## config.mk

```make
export PLATFORM = sky130hd
export DESIGN_NAME = tile_map_scheduler
export DESIGN_NICKNAME = d
export VERILOG_FILES = /design/src/rtl/tile_pkg.sv /design/src/rtl/tile_map_cursor.sv /design/src/rtl/tile_map_scheduler.sv
export SDC_FILE = /design/constraint.sdc
export NUM_CORES = 1
export LEC_CHECK = 0
export BUFFER_PORTS_ARGS = -buffer_cell sky130_fd_sc_hd__buf_2
export CAP_MARGIN = 20
export CORE_ASPECT_RATIO = 0.5
export CORE_UTILIZATION = 48
export DETAILED_ROUTE_END_ITERATION = 6
export GPL_TIMING_DRIVEN = 1
export PLACE_DENSITY = 0.73
export SKIP_CTS_REPAIR_TIMING = 1
export SYNTH_ARGS = -nofsm -noshare
export SYNTH_HDL_FRONTEND = slang
export SYNTH_HIERARCHICAL = 1
export SYNTH_SLANG_ARGS = --single-unit
```

## constraint.sdc

```tcl
create_clock -name clk -period 1.7 [get_ports clk]
set_clock_uncertainty 0.1 [all_clocks]
set_input_delay 0.425 -clock clk [delete_from_list [all_inputs] [get_ports clk]]
set_output_delay 0.425 -clock clk [all_outputs]
set_load 0.005 [all_outputs]
```

## src/rtl/tile_pkg.sv

```systemverilog
// Shared constants, FSM encodings and the draw-request record for the tile map scheduler.
package tile_pkg;
  localparam int TILE_PX    = 8;
  localparam int TILE_SHIFT = 3;
  localparam int TILE_WORDS = 64;
  localparam int SCREEN_W   = 160;
  localparam int SCREEN_H   = 120;

  localparam logic [2:0] S_IDLE       = 3'd0;
  localparam logic [2:0] S_READ_MAP   = 3'd1;
  localparam logic [2:0] S_ISSUE      = 3'd2;
  localparam logic [2:0] S_WAIT       = 3'd3;
  localparam logic [2:0] S_ADVANCE    = 3'd4;
  localparam logic [2:0] S_FRAME_DONE = 3'd5;

  typedef struct packed {
    logic [15:0] addr;
    logic [7:0]  x;
    logic [7:0]  y;
  } tile_req_t;

  // Pattern ROM start of a tile; wraps modulo 2^16.
  function automatic logic [15:0] tile_rom_addr(input logic [15:0] base, input logic [15:0] idx);
    return base + idx * 16'(TILE_WORDS);
  endfunction
endpackage

```

## src/rtl/tile_map_cursor.sv

```systemverilog
// Row-major col/row/linear-address walker over the tile map; holds at the last tile.
module tile_map_cursor #(
  parameter int MAP_W  = 20,
  parameter int MAP_H  = 15,
  parameter int MAP_AW = 9,
  parameter int COL_W  = $clog2(MAP_W),
  parameter int ROW_W  = $clog2(MAP_H)
) (
  input  logic              clk,
  input  logic              reset,
  input  logic              clear,
  input  logic              adv,
  output logic [COL_W-1:0]  col,
  output logic [ROW_W-1:0]  row,
  output logic [MAP_AW-1:0] addr,
  output logic              last
);
  logic col_end, row_end;

  assign col_end = (col == COL_W'(MAP_W - 1));
  assign row_end = (row == ROW_W'(MAP_H - 1));
  assign last    = col_end && row_end;

  // Advancing past the last tile is suppressed so addr never leaves the map.
  always_ff @(posedge clk) begin
    if (reset || clear) begin
      col  <= '0;
      row  <= '0;
      addr <= '0;
    end else if (adv && !last) begin
      if (col_end) begin
        col <= '0;
        row <= row + 1'b1;
      end else begin
        col <= col + 1'b1;
      end
      addr <= addr + 1'b1;
    end
  end
endmodule

```

## src/rtl/tile_map_scheduler.sv

```systemverilog
// Walks the tile map once per frame and hands each tile to tile_drawer with a draw/done handshake.
// Build option: define SKIP_EMPTY_TILE_EN to skip map entries with index 0 (no draw pulse).
module tile_map_scheduler
  import tile_pkg::*;
#(
  parameter int          MAP_W       = 20,
  parameter int          MAP_H       = 15,
  parameter int          MAP_AW      = 9,
  parameter int          IDX_W       = 8,
  parameter logic [15:0] TILE_BASE   = 16'h0000,
  parameter int          MAP_LATENCY = 2
) (
  input  logic              clk,
  input  logic              reset,
  input  logic              start,
  output logic [MAP_AW-1:0] map_addr,
  input  logic [IDX_W-1:0]  map_rd_data,
  output logic [15:0]       tile_address,
  output logic [7:0]        x_out,
  output logic [7:0]        y_out,
  output logic              draw,
  input  logic              tile_done,
  output logic              busy,
  output logic              frame_done
);
  localparam int COL_W = $clog2(MAP_W);
  localparam int ROW_W = $clog2(MAP_H);
  localparam int WCW   = (MAP_LATENCY > 1) ? $clog2(MAP_LATENCY) : 1;

  logic [2:0]       state;
  logic [WCW-1:0]   wait_cnt;
  logic [IDX_W-1:0] idx_q;
  logic [COL_W-1:0] col;
  logic [ROW_W-1:0] row;
  logic             cur_clear, cur_adv, cur_last, skip_idx;
  tile_req_t        req;

  assign cur_clear = (state == S_IDLE) && start;
  assign cur_adv   = (state == S_ADVANCE);

  tile_map_cursor #(
    .MAP_W (MAP_W),
    .MAP_H (MAP_H),
    .MAP_AW(MAP_AW),
    .COL_W (COL_W),
    .ROW_W (ROW_W)
  ) u_cursor (
    .clk  (clk),
    .reset(reset),
    .clear(cur_clear),
    .adv  (cur_adv),
    .col  (col),
    .row  (row),
    .addr (map_addr),
    .last (cur_last)
  );

  assign req.addr = tile_rom_addr(TILE_BASE, 16'(idx_q));
  assign req.x    = 8'(col) << TILE_SHIFT;
  assign req.y    = 8'(row) << TILE_SHIFT;

`ifdef SKIP_EMPTY_TILE_EN
  assign skip_idx = (map_rd_data == '0);
`else
  assign skip_idx = 1'b0;
`endif

  always_ff @(posedge clk) begin
    if (reset) begin
      state        <= S_IDLE;
      wait_cnt     <= '0;
      idx_q        <= '0;
      tile_address <= '0;
      x_out        <= '0;
      y_out        <= '0;
      draw         <= 1'b0;
      busy         <= 1'b0;
      frame_done   <= 1'b0;
    end else begin
      draw       <= 1'b0;
      frame_done <= 1'b0;
      case (state)
        S_IDLE: if (start) begin
          state    <= S_READ_MAP;
          wait_cnt <= '0;
          busy     <= 1'b1;
        end
        // map_addr is held steady while the RAM read completes.
        S_READ_MAP: if (wait_cnt == WCW'(MAP_LATENCY - 1)) begin
          idx_q <= map_rd_data;
          state <= skip_idx ? S_ADVANCE : S_ISSUE;
        end else begin
          wait_cnt <= wait_cnt + 1'b1;
        end
        S_ISSUE: begin
          draw         <= 1'b1;
          tile_address <= req.addr;
          x_out        <= req.x;
          y_out        <= req.y;
          state        <= S_WAIT;
        end
        S_WAIT: if (tile_done) state <= S_ADVANCE;
        S_ADVANCE: begin
          wait_cnt <= '0;
          if (cur_last) begin
            state      <= S_FRAME_DONE;
            frame_done <= 1'b1;
          end else begin
            state <= S_READ_MAP;
          end
        end
        S_FRAME_DONE: begin
          busy  <= 1'b0;
          state <= S_IDLE;
        end
        default: state <= S_IDLE;
      endcase
    end
  end
endmodule
```

==> run summary <==
Critical Path End Type - register
share of layout cells above drive strength 1 - 0.269
num ports - 56
Pwr Density - 921 nW/um2
fmax - 635 MHz
CP arrival - 1710 ps
Final Hold Fails - 0
Overflow after GRT - 0
CTS tree - yes
CTS Sinks - 50
Leakage Power - 1.08 nW
Most used DFF post-synth - dfxtp_1
Post-synth EDFFs - 0
crit-path max FO - 15
DIE HEIGHT - 52.0 um
CP startpoint kind - register
R2R depth - 4
antenna violations before repair - 0
post-synthesis compound-gate area fraction - 0.145
starting density of the core - 0.522
clk_lat worst skew - 300 ps
area grow syn2layout - 16.1%
Port Buf Inserts - 40
vias in the first global route - 1795
post-layout util - 0.606
nets - 335
most common cell after layout, fill and taps aside - nand2_1
post-synth top area cell - dfxtp_1
first-pass GRT wire length - 8340 um
r2r setup slk - 130 ps
Worst Setup EP - u_cursor/col[0]
Setup crit start - u_cursor/col[0]
Final WS setup - 126 ps
worst r2r src - u_cursor/col[0]
DR WL/cell - 13.0 um
maximum VDD drop - 0.419 mV
ANT nets after route - 0
worst r2r dst - u_cursor/col[0]
fill cell count - 415
Pre-antenna DRT Iters - 4
Slew Limit Fails - 0
most frequent cells in the layout - 52 x nand2_1, 48 x dfxtp_1, 40 x buf_2
CTS Buf Count - 5
final routed DRC violation total - 0
adder-cell share of the synthesized area - 0.0209
H-tree depth - 2
maxcap violations - 0
worst min-delay path class - input pin to register
status - completed
DR vias - 2043
final setup fails - 0
top cells by area, synth - dfxtp_1 42%, nand2_1 8.1%, mux2i_1 6.7%, buf_4 5.3%, a21oi_1 5.0%
Post-Synth Simple-Gate Area - 0.233
share of synthesized registers carrying an async set or reset - 0
CTS Root Cell - clkbuf_8
xor/xnor share of the synthesized area - 0.00365
Die W - 102 um
Die Area - 5300 um2
FF/Latch Area - 1000 um2
hpwl dp - 3460 um
post-synthesis sequential area ratio - 0.418
Yosys top cell area share - 0.418
RSZ-0062 raised after global routing - false
WL final - 5030 um
Setup CP Type - register to register
Syn Inst Count - 272
Ant. Diodes - 0
Mapped Area - 2400 um2
Tmin final - 1570 ps
standard-cell rows - 17
Tcrit/Tclk final - 0.926
Unique masters post-synth - 43
clock slew at reported path FFs - 90 ps
core area - 4590 um2
largest family of logic cells by synthesized area - simple AND/OR/NAND/NOR gates
yosys warns - 6
footprint of the multi-input gates - 1200 um2
DRT iter0 DRCs - 61
synthesized area per cell - 8.81 um2
GP Congestion - 0.794
clk buf depth - 2
post-synthesis mux area share - 0.0668
pin count of the biggest net entering global routing - 23
Total GRT Usage - 0.207
post-DR vias/cell - 5.29
pre-CTS setup slack - -59.0 ps
hold_ws - 251 ps
Yosys reg bits - 50
Crit path required time - 1840 ps
[through the flow]
stage	instances	power, W	instance area (um2)	TNS (ps)
floorplan	286	0.00151	2480	0
global placement	378	0.00155	2640	0
detailed placement	378	0.00156	2640	-120
CTS	386	0.00258	2780	-186
global route	386	0.00268	2780	0
finish	386	0.00256	2780	0
[where the power goes]
group / total (W) / internal [W] / switching [W]
combinational: 0.000313 / 0.000127 / 0.000187
sequential: 0.00123 / 0.00120 / 0.0000250
clock: 0.00102 / 0.000627 / 0.000396
total: 0.00256 / 0.00196 / 0.000608
[synthesized netlist by cell type, types with 2 or more instances]
| cell | instances |
|---|---|
| buf_4 | 17 |
| o31ai_1 | 2 |
| a21oi_1 | 24 |
| nor3_1 | 4 |
| buf_2 | 3 |
| mux2i_1 | 16 |
| inv_1 | 6 |
| nand2_1 | 52 |
| a31oi_1 | 4 |
| buf_6 | 6 |
| or3_1 | 7 |
| nor2_1 | 15 |
| clkbuf_1 | 5 |
| and3_1 | 3 |
| nor3b_1 | 2 |
| dfxtp_1 | 50 |
| nor4_1 | 3 |
| a211oi_2 | 5 |
| ha_1 | 4 |
| a211oi_1 | 2 |
| o21ai_0 | 5 |
| a2111o_1 | 2 |
| nand4_1 | 9 |
| nand3_1 | 4 |
| o21ai_1 | 4 |
[area by class of cell]
type,instances,area share
multi-input cells,198,0.430
flip-flops and latches,50,0.360
repair buffers,58,0.120
clock buffers,6,0.0297
well taps,66,0.0297
clock inverters,2,0.0216
inverters,6,0.00809
[how the worst min path moves through the flow]
stage | startpoint | to | slack, ps | cells after the start
2_1_floorplan | idx_q[7] | tile_address[13] | 330 | 2
3_3_place_gp | idx_q[5] | tile_address[11] | 340 | 2
3_5_place_dp | idx_q[7] | tile_address[13] | 340 | 2
4_1_cts | map_rd_data[0] | idx_q[0] | 250 | 3
5_1_grt | map_rd_data[6] | idx_q[6] | 240 | 3
6_report | map_rd_data[0] | idx_q[0] | 250 | 3
[kinds of logic after synthesis]
| group | count (synthesis) |
|---|---|
| compound gates | 52 |
| buf+inv | 38 |
| simple gates | 110 |
| other cells | 1 |
| fa+ha+maj | 4 |
| xor+xnor | 1 |
| mux | 16 |
| flops | 50 |
[layer usage]
layer	track usage	share of wire
met1	0.263	0.47
met2	0.348	0.47
met3	0.0457	0.044
met4	0.0786	0.013
met5	0	0
[state kept, by name, summed over array words and instances, names as in the netlist]
| register | cells |
|---|---|
| x_out | 5 |
| u_cursor/addr | 9 |
| y_out | 4 |
| state | 3 |
| u_cursor/col | 5 |
| busy | 1 |
| draw | 1 |
| wait_cnt | 1 |
| tile_address | 8 |
| idx_q | 8 |
| u_cursor/row | 4 |
| frame_done | 1 |
[critical path, cell delays in order (launching register included)]
cell      delay [ps]
dfxtp_1          330
ha_1             240
and4bb_4         290
or4_1            480
o21ai_1           80
Note: power is estimated with default switching activity, not from simulation.
